`src/rtl/conv_window_gen.sv`:
```
// conv_window_gen: streams raster-order pixels through K-1 line buffers
// and emits every KxK stride-1 window as a flat tap bus.
module conv_window_gen #(
   parameter int DATA_W = 32,
   parameter int IMG_W  = 28,
   parameter int IMG_H  = 28,
   parameter int K      = 5
) (
   input  logic                  clk,
   input  logic                  rst,
   input  logic                  in_valid,
   input  logic [DATA_W-1:0]     in_pixel,
   output logic                  in_ready,
   output logic                  out_valid,
   input  logic                  out_ready,
   output logic [K*K*DATA_W-1:0] out_win,
   output logic [4:0]            out_x,
   output logic [4:0]            out_y,
   output logic                  frame_done
);

   localparam logic [4:0] KM1   = 5'(K - 1);
   localparam logic [4:0] C_MAX = 5'(IMG_W - 1);
   localparam logic [4:0] R_MAX = 5'(IMG_H - 1);

   logic [4:0]        col_q, col_d;
   logic [4:0]        row_q, row_d;
   logic [4:0]        x_q, x_d;
   logic [4:0]        y_q, y_d;
   logic              valid_q, valid_d;
   logic              done_q, done_d;
   logic [DATA_W-1:0] lb_q  [K-1][IMG_W];
   logic [DATA_W-1:0] lb_d  [K-1][IMG_W];
   logic [DATA_W-1:0] win_q [K][K];
   logic [DATA_W-1:0] win_d [K][K];
   logic              accept;
   logic              emit;
   logic              xfer;

   always_comb begin
      in_ready = !valid_q || out_ready;
      accept   = in_valid && in_ready;
      xfer     = valid_q && out_ready;
      emit     = accept && (row_q >= KM1) && (col_q >= KM1);
      col_d    = col_q;
      row_d    = row_q;
      lb_d     = lb_q;
      win_d    = win_q;
      x_d      = x_q;
      y_d      = y_q;
      valid_d  = valid_q;
      done_d   = done_q;
      if (accept) begin
         // lb[0] holds the oldest row, so it becomes the window's top tap
         for (int i = 0; i < K; i++) begin
            for (int j = 0; j < K - 1; j++) begin
               win_d[i][j] = win_q[i][j+1];
            end
         end
         for (int i = 0; i < K - 1; i++) begin
            win_d[i][K-1] = lb_q[i][col_q];
         end
         win_d[K-1][K-1] = in_pixel;
         for (int i = 0; i < K - 2; i++) begin
            lb_d[i][col_q] = lb_q[i+1][col_q];
         end
         lb_d[K-2][col_q] = in_pixel;
         if (col_q == C_MAX) begin
            col_d = '0;
            row_d = (row_q == R_MAX) ? 5'd0 : row_q + 5'd1;
         end else begin
            col_d = col_q + 5'd1;
         end
      end
      if (emit) begin
         valid_d = 1'b1;
         x_d     = col_q - KM1;
         y_d     = row_q - KM1;
         done_d  = (row_q == R_MAX) && (col_q == C_MAX);
      end else if (xfer) begin
         valid_d = 1'b0;
         done_d  = 1'b0;
      end
   end

   always_ff @(posedge clk) begin
      if (rst) begin
         col_q   <= '0;
         row_q   <= '0;
         x_q     <= '0;
         y_q     <= '0;
         valid_q <= 1'b0;
         done_q  <= 1'b0;
         for (int i = 0; i < K; i++) begin
            for (int j = 0; j < K; j++) begin
               win_q[i][j] <= '0;
            end
         end
      end else begin
         col_q   <= col_d;
         row_q   <= row_d;
         x_q     <= x_d;
         y_q     <= y_d;
         valid_q <= valid_d;
         done_q  <= done_d;
         win_q   <= win_d;
      end
   end

   always_ff @(posedge clk) begin
      lb_q <= lb_d;
   end

   always_comb begin
      out_win = '0;
      for (int i = 0; i < K; i++) begin
         for (int j = 0; j < K; j++) begin
            out_win[(i*K+j)*DATA_W +: DATA_W] = win_q[i][j];
         end
      end
   end

   assign out_valid  = valid_q;
   assign out_x      = x_q;
   assign out_y      = y_q;
   assign frame_done = done_q;

endmodule

```
`config.mk`:
```
export PLATFORM = sky130hd
export DESIGN_NAME = conv_window_gen
export DESIGN_NICKNAME = d
export VERILOG_FILES = /design/src/rtl/conv_window_gen.sv
export SDC_FILE = /design/constraint.sdc
export NUM_CORES = 2
export LEC_CHECK = 0
export CORE_MARGIN = 3
export CORE_UTILIZATION = 50
export CTS_CLUSTER_SIZE = 20
export DETAILED_ROUTE_END_ITERATION = 8
export PLACE_DENSITY = 0.74
export REMOVE_ABC_BUFFERS = 1
export SLEW_MARGIN = 10
export SYNTH_ARGS = -nofsm -noshare
export SYNTH_HDL_FRONTEND = slang
export SYNTH_SLANG_ARGS = --single-unit
```
`constraint.sdc`:
```
create_clock -name clk -period 11.1 [get_ports clk]
set_input_delay 2.22 -clock clk [delete_from_list [all_inputs] [get_ports clk]]
set_output_delay 2.22 -clock clk [all_outputs]
set_load 0.01 [all_outputs]
```
# After elaboration in Yosys (flattened, before gate mapping)
# Cells that the tools add are included.
[op_classes] n_addsub=4 n_lt_le_gt_ge=4 eq_ne=2 mux=23 bitwise_logic=1 reduce_logical=10
[ops] cell="$bwmux W896" count=4
[ops] cell="$bmux W32 S5" count=4
[ops] cell="$mux W32" count=9
[ops] cell="$demux W32 S5" count=1
[ops] cell="$add A5 B1 Y5 const B" count=2
[ops] cell="$eq A5 B5 Y1 const B" count=2
[ops] cell="$ge A5 B3 Y1 const B" count=2
[ops] cell="$mux W5" count=2
[ops] cell="$sub A5 B3 Y5 const B" count=2
[ops] cell="$ge A6 B6 Y1 const B" count=1
[ops] cell="$logic_and A1 B1 Y1" count=6
[ops] cell="$lt A6 B1 Y1 const B" count=1
[ops] cell="$not A5 Y6" count=1
[ops] cell="$mux W1" count=3
[ops] cell="$reduce_and A2 Y1" count=1
[ops] cell="$reduce_bool A2 Y1" count=1
[ops] cell="$logic_not A1 Y1" count=1
[ops] cell="$logic_or A1 B1 Y1" count=1
[totals] ff_bits=4406 in_bits=36 output_inout_bits=813 word_cells=187

# Longest topological paths before layout
[logic_depth] ltp_word=6 mapped_depth=12 depth_no_buf=7

# Least setup slack after synthesis
# Ideal clock, no wire load.
[synth_path] path_type="input to register" startpoint="input port out_ready" endpoint="register lb_q[1312] (netlist bit), enable pin" arrival_ns=8.749 required_ns=10.483 path_slack_ns=1.734 stages=7 path_buffers=3 path_cell_list="nand2b_1 and2_1 clkbuf_1 clkbuf_1 buf_2 nand2_1 nor2_1"
[synth_between] elab_chain_len=2
[synth_lines] item="start, declared" line_no="15" text="input logic out_ready,"
[synth_lines] item="$logic_or A1 B1 Y1" line_no="41" text="in_ready = !valid_q || out_ready;"
[synth_lines] item="$logic_and A1 B1 Y1" line_no="42" text="accept = in_valid && in_ready;"
[synth_lines] item="end signal, assigned" line_no="111" text="lb_q <= lb_d;"
[synth_lines] item="end, declared" line_no="32" text="logic [DATA_W-1:0] lb_q [K-1][IMG_W];"
# No other way between the ends.
# A chain may end at the register's enable or synchronous reset.

# Final worst setup path
[layout_path] startpoint="register col_q[3]" endpoint="register lb_q[1845] (netlist bit) (data pin)"
[layout_between] elab_chain_len=6
[layout_lines] item="start, declared" line_no="26" text="logic [4:0] col_q, col_d;"
[layout_lines] item="start signal, assigned" line_no="100" text="col_q <= col_d;"
[layout_lines] item="$not A5 Y6 (implied by the code) *" line_no="65" text="lb_d[i][col_q] = lb_q[i+1][col_q];"
[layout_lines] item="$ge A6 B6 Y1 (implied by the code) or $lt A6 B1 Y1 (tied branches)" line_no="65"
[layout_lines] item="$logic_and A1 B1 Y1 (implied by the code)" line_no="65"
[layout_lines] item="$mux W32 (implied by the code)" line_no="65"
[layout_lines] item="$demux W32 S5" line_no="65"
[layout_lines] item="$bwmux W896 *" line_no="65"
# Mark *: on every way between the ends. The rest lies on a longest branch, timed or not. The select of a mux whose other input is x is not followed.

==> qor.yml <==
outcome: "finished clean"
cts_buffers: 431
p_total_uw: 35800
async_flop_share_pct: 0
nNetsFinal: 11200
arrival_ns: 6.21
start_kind: "register"
cap_violations: 0
drt_iter0_drc: 11000
wl_um: 428000
yosysTopAreaCell: "edfxtp_1"
mostFrequentLayoutCell: "edfxtp_1"
rsz0062_at_grt: "false"
drt_first_pass_iters: 6
synthCells: 10300
critPathKind: "register to register"
clkLatencyLatePin_ns: 0.97
reg2regPathDepth: 8
area_growth_pct: 16.7
clockRootBuffer: "clkbuf_16"
dr_total_vias: 95600
num_io_pins: 849
post-dp-hpwl_um: 230000
tightest_slew_ns: 1.37
antenna_found_initial: 10
cts_sinks: 4406
fin_skew_ns: 0.0476
grt_pass1_vias: 94300
place.gp.congestion: 0.818
grt.overflow.total: 0
max-clock-path-buffers: 4
setup_viol: 0
ff2ff_setup_slack_ns: 5.26
ant_nets: 0
slew_violations: 0
max-slew-margin-rel_pct: 8.37
num_rows: 209
grt_pass1_wl_um: 624000
cellLeakagePower_uw: 0.0595
setup_tns_ns: 0
gr-usage-all-layers_pct: 24.8
crit_start: "col_q[3]$_SDFFE_PP0P_"
max_clock_freq_mhz: 171
drive_gt1_share_pct: 10.6
port_buffers: 848
synth_top_area_share_pct: 65.5
layoutNonFillerInstCount: 15900
die_x_um: 579
cts_resized: 0
core_area_mm2: 0.326
ir_drop_mv: 0.138
yosysUniqueCellTypes: 59
routed_via_density: 6.03
final_util_pct: 58.9
min_path_type: "register to register"
r2r-start: "col_q[3]$_SDFFE_PP0P_"
synth_edf_count: 3584
cts.clk_slew.worst_paths_ns: 0.06
avgSynthCellArea_um2: 15.9
initial_core_util_pct: 50.5
fin_crit_sh_pct: 52.6
power.density_mw_per_mm2: 187
ys_ff_latch: 4406
netlist_area_mm2: 0.164
chipHeight_um: 579
wire_per_inst_um: 27.0
path_max_fanout: 35
floorplan.die_area_mm2: 0.336
ys_top_cells_by_area: "edfxtp_1 (65%), dfxtp_1 (10%), mux2i_1 (7.6%)"
yosys_most_used_dff: "edfxtp_1"
ys_seq_area_share_pct: 75.5
preCtsSetupSlack_ns: 4.42
post_cts_buffers: 0
fin_ws_ns: 5.26
cp-end-kind: "register"
grt_max_degree: 208
period_needed_ns: 5.84
place_inst: 15000
worstReg2RegEnd: "lb_q[1845]$_DFFE_PP_"
hold_buffers: 0
ys_warn_count: 0
tritoncts: "done"
htreeDepth: 5
hold_viol: 0
post-route-drc-count: 0
layout.cells.most_common_list: "edfxtp_1 (3584), nand2_1 (1534), mux2i_1 (1251)"
required_ns: 11.46
crit_end: "lb_q[1845]$_DFFE_PP_"
-- layout make-up --
| class | count | area [um^2] |
|---|---|---|
| inverter | 9 | 33.8 |
| clock buffer | 569 | 11900 |
| fill | 23600 | 134000 |
| tap | 4325 | 5410 |
| multi-input combinational | 5248 | 37500 |
| clock inverter | 238 | 2340 |
| sequential | 4406 | 124000 |
| timing repair buffer | 1059 | 10500 |
| antenna | 2 | 5.00 |
-- power by group --
part	leakage [uW]	total [uW]	switching, uW	internal, uW
Clock	0.00695	14600	6220	8380
Combinational	0.0136	2460	1690	778
Sequential	0.0389	18700	138	18600
Total	0.0595	35800	8050	27700
-- state kept, by name, summed over array words and instances (netlist names) --
signal      cells
row_q           5
out_valid       1
out_y           5
frame_done      1
col_q           5
out_x           5
lb_q         3584
out_win       800
-- through the flow --
| step | hold slack (ns) | area, um^2 |
|---|---|---|
| after detailed placement | 0.448 | 177000 |
| final | 0.451 | 192000 |
| after CTS | 0.455 | 192000 |
| after global placement | 0.440 | 177000 |
| after floorplan | 0.474 | 161000 |
| after global routing | 0.471 | 192000 |
-- cell usage after synthesis, drive strengths merged (9+ instances only) --
library cell  count
a211oi           30
a21oi           698
a221oi           14
a22o              9
a22oi           228
a311oi           18
a31oi            12
buf             368
clkbuf          289
dfxtp           822
edfxtp         3584
ha               14
inv               9
mux2i          1251
mux4            269
nand2          1535
nand3           196
nor2            273
nor2b             9
nor4             98
o21a             95
o21ai             9
o21bai            9
o22ai           407
-- routing by layer --
layer / part of all wire (%) / wire length [um] / GRT usage [%]
met1: 39 / 168000 / 34.2
met2: 48 / 207000 / 41.0
met3: 9.8 / 42000 / 4.33
met4: 2.8 / 12000 / 6.88
met5: 0 / 0 / 0
-- worst min-delay path by stage --
stage                               from                         to  cells after the start
2_1_floorplan    out_win[0]$_SDFFE_PP0P_    out_win[0]$_SDFFE_PP0P_                      2
6_report       out_win[329]$_SDFFE_PP0P_  out_win[329]$_SDFFE_PP0P_                      2
3_5_place_dp   out_win[329]$_SDFFE_PP0P_  out_win[329]$_SDFFE_PP0P_                      2
4_1_cts        out_win[662]$_SDFFE_PP0P_  out_win[662]$_SDFFE_PP0P_                      2
3_3_place_gp    out_win[26]$_SDFFE_PP0P_   out_win[26]$_SDFFE_PP0P_                      2
5_1_grt        out_win[186]$_SDFFE_PP0P_  out_win[186]$_SDFFE_PP0P_                      2
-- worst max-delay path, cell delays in order, from the launching register on --
cell and delay [ns]:
dfxtp_2 0.31, buf_4 0.46, buf_4 0.57, nand4bb_4 0.49, buf_4 0.57, buf_4 0.68, o22ai_1 0.14, nor4_1 0.91
nand3_1 0.99
-- cells by family after synthesis --
| family | share of synthesized area (%) |
|---|---|
| AO/OA/AOI/OAI | 5.71 |
| adder cells (fa/ha/maj) | 0.107 |
| buffers and inverters | 1.93 |
| AND/OR/NAND/NOR | 5.38 |
| XOR/XNOR | 0.0266 |
| multiplexers | 11.3 |
| flip-flops | 75.5 |
Power figures use the tool's default switching activity.
